[src/rtl/gf_poly_reducer.sv]
// gf_poly_reducer: bit-serial reduction of a 2*DATA_WIDTH-bit carry-less
// product modulo the monic polynomial x^DATA_WIDTH + in_poly. The block
// examines one product bit per enabled cycle, from the MSB downwards, and
// uses valid/ready handshakes on both sides.
module gf_poly_reducer #(
    parameter int DATA_WIDTH = 32
) (
    input  logic                      clk,
    input  logic                      rst,
    input  logic                      enable,
    input  logic [2*DATA_WIDTH-1:0]   in_prod,
    input  logic [DATA_WIDTH-1:0]     in_poly,
    input  logic                      in_valid,
    output logic                      in_ready,
    output logic [DATA_WIDTH-1:0]     out_result,
    output logic                      out_valid,
    input  logic                      out_ready,
    output logic                      busy
);

    localparam int CW = $clog2(DATA_WIDTH + 1);
    localparam int IW = $clog2(2 * DATA_WIDTH);

    localparam logic [CW-1:0] LAST_CNT  = CW'(DATA_WIDTH - 1);
    localparam logic [IW-1:0] TOP_IDX   = IW'(2 * DATA_WIDTH - 1);
    localparam logic [IW-1:0] MAX_SHIFT = IW'(DATA_WIDTH - 1);

    typedef enum logic [1:0] {
        IDLE,
        REDUCE,
        DONE
    } state_t;

    state_t                    state, state_n;
    logic [2*DATA_WIDTH-1:0]   rem, rem_n;
    logic [DATA_WIDTH-1:0]     poly, poly_n;
    logic [CW-1:0]             cnt, cnt_n;

    logic [IW-1:0]             bit_idx;
    logic [IW-1:0]             shamt;
    logic [2*DATA_WIDTH-1:0]   poly_mask;

    // Align the full modulus {1,poly} so its leading 1 sits on the bit under test.
    always_comb begin
        bit_idx   = TOP_IDX - IW'(cnt);
        shamt     = MAX_SHIFT - IW'(cnt);
        poly_mask = {{(DATA_WIDTH-1){1'b0}}, 1'b1, poly} << shamt;
    end

    // Next-state, datapath updates and handshake outputs.
    always_comb begin
        state_n    = state;
        rem_n      = rem;
        poly_n     = poly;
        cnt_n      = cnt;
        in_ready   = 1'b0;
        out_valid  = 1'b0;
        busy       = 1'b0;
        out_result = rem[DATA_WIDTH-1:0];

        case (state)
            IDLE: begin
                in_ready = 1'b1;
                if (in_valid) begin
                    rem_n   = in_prod;
                    poly_n  = in_poly;
                    cnt_n   = '0;
                    state_n = REDUCE;
                end
            end
            REDUCE: begin
                busy = 1'b1;
                if (rem[bit_idx]) begin
                    rem_n = rem ^ poly_mask;
                end
                cnt_n = cnt + 1'b1;
                if (cnt == LAST_CNT) begin
                    state_n = DONE;
                end
            end
            DONE: begin
                busy      = 1'b1;
                out_valid = 1'b1;
                if (out_ready) begin
                    state_n = IDLE;
                end
            end
            default: begin
                state_n = IDLE;
            end
        endcase
    end

    // State and datapath registers; everything holds while enable is low.
    always_ff @(posedge clk or posedge rst) begin
        if (rst) begin
            state <= IDLE;
            rem   <= '0;
            poly  <= '0;
            cnt   <= '0;
        end else if (enable) begin
            state <= state_n;
            rem   <= rem_n;
            poly  <= poly_n;
            cnt   <= cnt_n;
        end
    end

endmodule

[config.mk]
export PLATFORM = sky130hd
export DESIGN_NAME = gf_poly_reducer
export DESIGN_NICKNAME = d
export VERILOG_FILES = /design/src/rtl/gf_poly_reducer.sv
export SDC_FILE = /design/constraint.sdc
export NUM_CORES = 1
export LEC_CHECK = 0
export ABC_CLOCK_PERIOD_IN_PS = 2720
export BUFFER_PORTS_ARGS = -buffer_cell sky130_fd_sc_hd__buf_2
export CORE_MARGIN = 8
export CORE_UTILIZATION = 50
export DETAILED_ROUTE_END_ITERATION = 8
export GPL_TIMING_DRIVEN = 0
export PLACE_DENSITY = 0.8
export SLEW_MARGIN = 25
export SYNTH_ARGS = -nofsm -noshare
export SYNTH_HDL_FRONTEND = slang
export SYNTH_SLANG_ARGS = --single-unit
[constraint.sdc]
create_clock -name clk -period 2.72 [get_ports clk]
set_input_delay 0.136 -clock clk [delete_from_list [all_inputs] [get_ports clk]]
set_output_delay 0.136 -clock clk [all_outputs]
set_load 0.01 [all_outputs]
== After elaboration in Yosys (flattened, before gate mapping) ==
Cells that the tools add are included.
Widths: inputs -> output; s select.

* Add/subtract/negate cells: 3
* Magnitude comparators: 1
* Equal/unequal tests: 7
* Shift operators: 1
* Muxes and demuxes: 14
* Bitwise logic cells: 1
* Reduce and logical (&&, ||, !) cells: 7

{| class="wikitable"
|+ Operators with widths
! operator !! number
|-
| $mux 64 || 2
|-
| $pmux 64 s2 || 1
|-
| $shl 33x6->64 || 1
|-
| $xor 64x64->64 || 1
|-
| $pmux 6 s2 || 1
|-
| $ne 2x2->1 const B || 4
|-
| $reduce_and 4->1 || 2
|-
| $lt 6x7->1 const B || 1
|-
| $add 6x1->6 const B || 1
|-
| $bmux 1 s6 || 1
|-
| $eq 6x5->1 const B || 1
|-
| $mux 2 || 3
|-
| $mux 6 || 1
|-
| $pmux 2 s3 || 1
|-
| $reduce_and 3->1 || 2
|-
| $sub 5x6->6 const A || 1
|-
| $sub 6x6->6 const A || 1
|-
| $mux 1 || 4
|-
| $eq 2x1->1 const B || 1
|-
| $eq 2x2->1 const B || 1
|-
| $logic_not 2->1 || 1
|-
| $reduce_bool 2->1 || 1
|-
| $reduce_or 2->1 || 1
|}

* Bits in registers: 104
* Bits of input ports: 101
* Output and inout bits: 35
* Word-level logic and storage cells: 38

== Longest topological paths before layout ==
Gate-level depths: netlist of run 1.

* Word-level depth: 5
* Mapped depth: 12
* Depth with buffers taken out: 9

== Worst setup path before layout of run 1 ==
Ideal clock, no wire load.

* Path type: reg-to-reg
* Start: register cnt[0]
* End: register rem[63]
* Library setup time: 0.126 ns
* Arrival: 2.532 ns
* Required time: 2.594 ns
* Slack: 0.063 ns
* Cell stages (with the launch flop): 11
* Path buffers: 3
* Period minus slack after synthesis: 2.657 ns
* Path through: dfrtp_1 buf_6 buf_12 buf_12 mux4_1 mux2_4 mux4_2 a22oi_2 nor3_1 mux2i_1 nand3_1

* Word-level cells in the longest chain between the ends: 5
* Elaborated cells on any way between the ends: 10
* Those cells by class: add/sub (2); eq/ne (1); shift (1); mux (4); bitwise (1); reduce/logical (1)

{| class="wikitable"
|+ Ends and longest elaborated chain
! element !! line !! source
|-
| from (decl) || 37 || <nowiki>logic [CW-1:0] cnt, cnt_n;</nowiki>
|-
| from (signal assigned) || 105 || <nowiki>cnt <= cnt_n;</nowiki>
|-
| $sub 6x6->6 or $sub 5x6->6 (tied branches) || 45, 46 ||
|-
| $bmux 1 s6 or $shl 33x6->64 (tied branches) || 73, 47 ||
|-
| $mux 1 (not written as such) or $xor 64x64->64 (tied branches) || 73, 74 ||
|-
| $ne 2x2->1 (no source line) or $mux 64 (tied branches) || - ||
|-
| $reduce_and 4->1 (no source line) or $pmux 64 s2 (tied branches) || - ||
|-
| to (signal assigned) || 103 || <nowiki>rem <= rem_n;</nowiki>
|-
| to (decl) || 35 || <nowiki>logic [2*DATA_WIDTH-1:0] rem, rem_n;</nowiki>
|}

Parallel ways exist; a longest one is shown, timed or not. The select of a mux whose other input is x is not followed.
A chain may end at the register's enable or synchronous reset.

== Worst setup path after layout of run 1 ==
* Start: register cnt[0]
* End: register rem[31]

Same word-level chain as after synthesis.

==> impl_summary.log, run 1 <==
[metrics] number of top-level design ports: between 100 and 150
[metrics] GRT busiest layer: met2
[metrics] Num CTS Buffers: 9
[metrics] final cell area excluding filler cells: 12200 um^2
[metrics] DRC violations left: 11
[metrics] floorplan die width: 149 um
[metrics] XOR/XNOR Fraction of Synth Area: 0.498%
[metrics] Max Fanout on Critical Path: 5
[metrics] Final GP Congestion: 1.07
[metrics] area of the core: 17200 um^2
[metrics] cell count of the worst hold path: 2
[metrics] final setup violation count: 45
[metrics] total grt overflow: 0
[metrics] number of standard cells in the final layout excluding fillers: ~1400
[metrics] critical path start-end classification: reg -> reg
[metrics] flip-flop and latch count after synthesis: 104
[metrics] Final #Nets: 1276
[metrics] endpoint kind of the worst setup timing path: register
[metrics] relative area change from synthesis to final layout: 38.8%
[metrics] mux contribution to synthesized area: 23.6%
[metrics] setup repair after global routing missed its margin: true
[metrics] Starting Density: 51.0%
[metrics] number of buffer cells added on primary ports: about 130
[metrics] Post-Syn Instances: 946
[metrics] total wire length after detailed routing: 40.9 mm
[metrics] met2 usage in global routing: a little over half
[metrics] Setup Total Neg Slack: -2.67 ns
[metrics] met1 Track Usage GR: a little under half
[metrics] Hold Worst Slack: -0.00686 ns
[metrics] GRT Total Usage: 35.3%
[metrics] violations in the final reports: DRC, hold timing, setup timing
[metrics] number of inserted diodes: 0
[metrics] First DRT Iteration DRCs: 1255
[metrics] R2R cell count: 11
[metrics] worst clock skew: 0.00877 ns
[metrics] number of maximum-capacitance violations: 0
[metrics] main combinational cell family by area after synthesis: multiplexers
[metrics] slowest stage cell on the critical path: mux4_2
[metrics] Simple-Gate Fraction of Synth Area: 18.2%
[metrics] Async SR Flop Fraction: 100%
[metrics] pin count of the biggest net entering global routing: 33
[metrics] data required time at the worst endpoint: roughly 3.0 ns
[metrics] first-pass GRT wire length: 58.8 mm
[metrics] mean cell area of the mapped netlist: 9.30 um^2
[metrics] Hold Path End: poly[11]
[metrics] startpoint of the lowest-slack hold path: in_poly[11]
[metrics] standard-cell rows: 48
[metrics] type of origin of the critical path: register
[metrics] Synth Warn #: 0
[metrics] vertical die dimension: 149 um
[metrics] Skew-Pair Late Insertion Delay: 0.37 ns
[metrics] reg-to-reg critical path endpoint: rem[31]
[metrics] synthesized net count: 1055
[metrics] area share of the leading cell type in the synthesized netlist: between 20% and 30%
[metrics] number of enable-type register cells in the synthesized netlist: 0
[metrics] Cell variety after synth: ~70
[metrics] count of buffer and inverter cells on the critical path: 4
[metrics] post-route ant nets: 0
[metrics] type of the tightest min-delay check: in -> reg
[metrics] arrival time at the worst endpoint: ~3.2 ns
[metrics] number of failing hold endpoints at the final stage: 5
[metrics] max-slew violation total from the final report: 0
[metrics] outcome: complete, but fails checks
[metrics] setup slack after layout: -0.173 ns
[metrics] highest cell delay on the worst timing path: around 0.55 ns
[metrics] clock input transition at the sequential cells of the worst setup and hold paths: 0.08 ns
[metrics] most used standard cells in the synthesized netlist: dfrtp_1, nor2_1, nand2_1
[metrics] Via Count: approximately 9800
[metrics] post-synthesis compound-gate area fraction: between 10% and 20%
[metrics] portion of the clock cycle consumed by the worst path in the final layout: 106%
[metrics] remaining max-slew budget at the tightest pin: 38.5%
[metrics] Top Family by Delay on Critical Path: multiplexers
[metrics] sequential cell area fraction in the yosys report: 29.6%
[metrics] share of cells above drive strength 1: 47.5%
[metrics] number of buffers on the longest clock path: 2
[metrics] number of global-route vias before repair: around 9400
[metrics] drt via density: 7.02
[metrics] placed inst area: ~10000 um^2
[metrics] clock tree from TritonCTS: yes
[metrics] cell total after placement: roughly 1300
[metrics] first-pass detailed-route iteration total: 9
[metrics] Total Die Area: 22100 um^2
[metrics] Max Clock Freq: 346 MHz
[metrics] area of the mapped netlist: 8800 um^2
[metrics] Clock Tree Root: clkbuf_16
[metrics] cell type contributing the most total cell area after synthesis: dfrtp_1
[metrics] most instantiated library cell after synthesis: dfrtp_1
[metrics] Cell Chain, Critical Path: buf_6 -> buf_12 -> buf_12 -> mux4_2 -> mux2_4 -> mux4_2 -> buf_4 -> nand3_1 -> a211oi_1 -> o21ai_1 -> o221a_2
[metrics] R2R Path Start: cnt[0]
[metrics] initial antenna violation count: 0
[metrics] wire length per cell: 29.3 um
[metrics] Tightest Pin Transition: 0.919 ns
[metrics] setup slack on the worst flop-to-flop path: -0.17 ns
[metrics] leading post-synthesis cells by cell area: dfrtp_1, mux4_2, mux2_2
[metrics] Clock H-tree levels: 3
[metrics] global-route track usage on met3: 8.51%
[metrics] share of synthesized cell area in full adder, half adder and majority cells: approximately 1.1%
[metrics] prevailing post-synth register cell: dfrtp_1
[metrics] estimated wirelength of the detail-placed design: 29.1 mm
[metrics] Tmin final: 2.89 ns
[metrics] clock net sink count: 104
## final cells by class
cell class              instances  area, um^2
plain buffers                 108         921
clock buffers                  11         253
clock inverters                 5        62.6
fillers                      1283        5030
inverters                      16        73.8
multi-input cells             717        6440
flip-flops and latches        104        2600
well taps                     225         282
repair buffers                211        1570
## worst register-to-register path, delay by kind of cell, from the launching register on
family,cells,cell delay [ns]
mux,3,1.41
buf+inv,4,0.56
compound gates,3,0.41
flops,1,0.37
simple gates,1,0.08
## cell families (layout without fill, tap and decap cells)
kind of cell               count (synthesis)  in the layout
and+or+nand+nor                          320            320
AOI/OAI and AO/OA                        244            244
muxes                                    140            140
buffers and inverters                    125            351
DFF                                      104            104
adders and majority gates                  8              8
xor gates and xnor gates                   5              5
## layout by cell type, fill, tap and decap left out, drive strengths merged, types with 34 or more instances in the layout
cell    count
a21oi      49
nor3       42
mux2i      34
buf       257
nand2      75
o21ai      38
nor2       87
mux2       61
mux4       45
dfrtp     104
clkbuf     61
## sequential cells by signal, indices dropped and copies added (netlist names)
name   count
rem       64
poly      32
cnt        6
state      2
## per-stage QoR
step	util (%)	setup WS, ns
6_report	70.8	-0.173
3_3_place_gp	56.6	-1.08
4_1_cts	65.3	-0.112
5_1_grt	70.8	-0.220
2_1_floorplan	-	0.0627
3_5_place_dp	57.0	-1.15
## worst max-delay path by stage
stage          startpoint      end  slack [ns]  cells after the start
3_5_place_dp       cnt[1]  rem[35]       -1.15                     11
2_1_floorplan      cnt[0]  rem[63]        0.06                     10
3_3_place_gp       cnt[1]  rem[35]       -1.08                     11
6_report           cnt[0]  rem[31]       -0.17                     11
4_1_cts            cnt[1]  rem[49]       -0.11                     10
5_1_grt            cnt[0]  rem[63]       -0.22                     10
## repair_timing
action | CTS | global route
hold endpoints to repair | 30 | 4
gates cloned | 3 | 5
gates resized for setup | 174 | 170
endpoints found under the setup margin | 72 | 69
hold buffers | 8 | 4
buffers inserted | 35 | 19
pin swaps | 37 | 39
## metal layers
layer | wire [um] | share of wire, % | up-vias
li1 | - | - | 4068
met1 | 15400 | 38 | 4827
met2 | 18400 | 45 | 752
met3 | 4570 | 11 | 163
met4 | 2540 | 6.2 | 0
met5 | 0 | 0 | -
Power of run 1 is left out: the tool's default activity adds up to more than one toggle a clock period on the data nets, which glitch-free logic cannot reach.
==> run 2: changes to the inputs <==
--- a/config.mk
+++ b/config.mk
@@ -6,12 +6,12 @@
 export NUM_CORES = 1
 export LEC_CHECK = 0
 export ABC_CLOCK_PERIOD_IN_PS = 2720
-export BUFFER_PORTS_ARGS = -buffer_cell sky130_fd_sc_hd__buf_2
 export CORE_MARGIN = 8
 export CORE_UTILIZATION = 50
 export DETAILED_ROUTE_END_ITERATION = 8
+export DONT_BUFFER_PORTS = 1
 export GPL_TIMING_DRIVEN = 0
-export PLACE_DENSITY = 0.8
+export PLACE_DENSITY = 0.74
 export SLEW_MARGIN = 25
 export SYNTH_ARGS = -nofsm -noshare
 export SYNTH_HDL_FRONTEND = slang
==> impl_summary.log, run 2 (same netlist as run 1, synthesis figures left out) <==
[metrics] outcome: complete, but fails checks (unchanged)
[metrics] violations in the final reports: hold timing, setup timing (was DRC, hold timing, setup timing)
[metrics] total wire length after detailed routing: 40.1 mm (was 40.9 mm)
[metrics] Hold Worst Slack: -0.0157 ns (was -0.00686 ns)
[metrics] Tmin final: 2.89 ns (about the same)
[metrics] Clock H-tree levels: 3 (unchanged)
[metrics] critical path start-end classification: reg -> reg (unchanged)
[metrics] GRT Total Usage: 35.0% (was 35.3%)
[metrics] relative area change from synthesis to final layout: 34.0% (was 38.8%)
[metrics] Via Count: 9503 (was 9810)
[metrics] first-pass GRT wire length: 58.2 mm (was 58.8 mm)
[metrics] data required time at the worst endpoint: 2.97 ns (was 3.03 ns)
[metrics] First DRT Iteration DRCs: 1428 (was 1255)
[metrics] drt via density: 7.20 (was 7.02)
[metrics] setup repair after global routing missed its margin: true (unchanged)
[metrics] vertical die dimension: 149 um (unchanged)
[metrics] number of flip-flops under the largest register name: 64 (unchanged)
[metrics] Final GP Congestion: 1.02 (was 1.07)
[metrics] Max Clock Freq: 345 MHz (was 346 MHz)
[metrics] total grt overflow: 0 (unchanged)
[metrics] fill cell instance count of the final layout: 1286 (was 1283)
[metrics] R2R cell count: 10 (was 11)
[metrics] number of global-route vias before repair: 9242 (was 9420)
[metrics] initial antenna violation count: 1 (was 0)
[metrics] type of origin of the critical path: register (unchanged)
[metrics] leading cell types in the layout, fill and taps excluded: dfrtp_1, dlygate4sd3_1, buf_4, nor2_1, nand2_1 (was buf_2, dfrtp_1, buf_4, nand2_1, nor2_1)
[metrics] standard-cell rows: 48 (unchanged)
[metrics] Total Die Area: 22100 um^2 (unchanged)
[metrics] reg-to-reg critical path endpoint: rem[63] (was rem[31])
[metrics] Tightest Pin Transition: 0.787 ns (was 0.919 ns)
[metrics] setup slack after layout: -0.175 ns (was -0.173 ns)
[metrics] pin count of the biggest net entering global routing: 33 (unchanged)
[metrics] area used by multi-input combinational logic: 6370 um^2 (was 6440 um^2)
[metrics] estimated wirelength of the detail-placed design: 28.5 mm (was 29.1 mm)
[metrics] Skew-Pair Late Insertion Delay: 0.37 ns (about the same)
[metrics] number of buffer cells added on primary ports: 0 (was 134)
[metrics] largest reg by FF count: rem (unchanged)
[metrics] area of the core: 17200 um^2 (unchanged)
[metrics] launch point of the worst path: cnt[0] (unchanged)
[metrics] first-pass detailed-route iteration total: 8 (was 9)
[metrics] remaining max-slew budget at the tightest pin: 47.5% (was 38.5%)
[metrics] number of failing hold endpoints at the final stage: 5 (unchanged)
[metrics] final setup violation count: 37 (was 45)
[metrics] Starting Density: 51.0% (unchanged)
[metrics] Max Fanout on Critical Path: 5 (unchanged)
[metrics] Clock Tree Root: clkbuf_16 (unchanged)
[metrics] number of top-level design ports: 136 (unchanged)
[metrics] Worst Setup EP: rem[63] (was rem[31])
[metrics] setup slack on the worst flop-to-flop path: -0.17 ns (about the same)
[metrics] post-route ant nets: 0 (unchanged)
[metrics] endpoint kind of the worst setup timing path: register (unchanged)
[metrics] floorplan die width: 149 um (unchanged)
[metrics] max-slew violation total from the final report: 0 (unchanged)
[metrics] number of buffers on the longest clock path: 2 (unchanged)
[metrics] clock tree from TritonCTS: yes (unchanged)
[metrics] clock net sink count: 104 (unchanged)
[metrics] Final #Nets: 1198 (was 1276)
[metrics] Largest regs: rem x64, poly x32, cnt x6 (unchanged)
[metrics] type of the tightest min-delay check: in -> reg (unchanged)
[metrics] share of cells above drive strength 1: 36.5% (was 47.5%)
[metrics] DRC violations left: 0 (was 11)
[metrics] arrival time at the worst endpoint: 3.15 ns (was 3.20 ns)
[metrics] Num CTS Buffers: 9 (unchanged)
[metrics] most common cell after layout, fill and taps aside: dfrtp_1 (was buf_2)
[metrics] portion of the clock cycle consumed by the worst path in the final layout: 106% (about the same)
[metrics] worst clock skew: 0.0131 ns (was 0.00877 ns)
[metrics] R2R Path Start: cnt[0] (unchanged)
[metrics] wire length per cell: 30.4 um (was 29.3 um)
[metrics] sequential standard cell area: 2600 um^2 (unchanged)
[metrics] number of maximum-capacitance violations: 0 (unchanged)
[metrics] clock input transition at the sequential cells of the worst setup and hold paths: 0.08 ns (about the same)
run 2: per-layer routing:
layer | share of wire [%] | up-vias | global-route usage [%] | routed length [um]
met1 | 36 | 4629 | 42.4 | 14600
li1 | - | 3907 | - | -
met3 | 12 | 195 | 10.3 | 4710
met5 | 0 | - | 0 | 0
met4 | 6.3 | 0 | 19.5 | 2540
met2 | 46 | 772 | 54.8 | 18300
run 2: timing repair:
item | in CTS | in global routing
hold buffers | 80 | 0
cloned | 2 | 1
pin swaps | 34 | 37
endpoints found under the setup margin | 72 | 69
resized for setup | 172 | 124
buffers inserted | 31 | 17
hold endpoints to repair | 97 | 0
run 2: cell type report:
type / count / share of cell area, %
Antenna cell: 1 / 0.0212
Buffer: 108 / 6.94
Tap cell: 225 / 2.39
Multi-Input combinational cell: 717 / 54.1
Clock inverter: 5 / 0.340
Clock buffer: 11 / 2.14
Inverter: 16 / 0.595
Sequential cell: 104 / 22.1
Timing Repair Buffer: 133 / 11.4
run 2: worst min-delay path by stage:
| stage | startpoint | endpoint | depth (start not counted) |
|---|---|---|---|
| 6_report | in_prod[53] | rem[53] | 2 |
| 5_1_grt | in_prod[3] | rem[3] | 2 |
| 4_1_cts | in_prod[4] | rem[4] | 2 |
| 3_5_place_dp | rst | rem[8] | 1 |
| 3_3_place_gp | in_poly[23] | poly[23] | 1 |
| 2_1_floorplan | in_prod[63] | rem[63] | 2 |
run 2: through the flow:
step                std cells  TNS (ns)  instance area [um^2]  util, %  worst slack [ns]
floorplan                 946         0                  8800        -            0.0627
global placement         1171    -50.65                  9080     52.7             -1.06
detailed placement       1174    -52.37                  9150     53.1             -1.07
CTS                      1302    -0.687                 11200     64.8           -0.0797
global route             1320     -5.45                 11800     68.4            -0.262
finish                   1320     -1.98                 11800     68.4            -0.175
run 2: worst max-delay path, cell delays in order, from the launching register on:
cell and delay (ns):
dfrtp_1 0.37, buf_6 0.16, buf_12 0.14, buf_12 0.14
mux4_2 0.54, mux2_4 0.34, mux4_2 0.53, a22oi_2 0.24
nor3_2 0.07, mux2i_1 0.15, nand3_1 0.10
Power of run 2 is left out for the same reason.
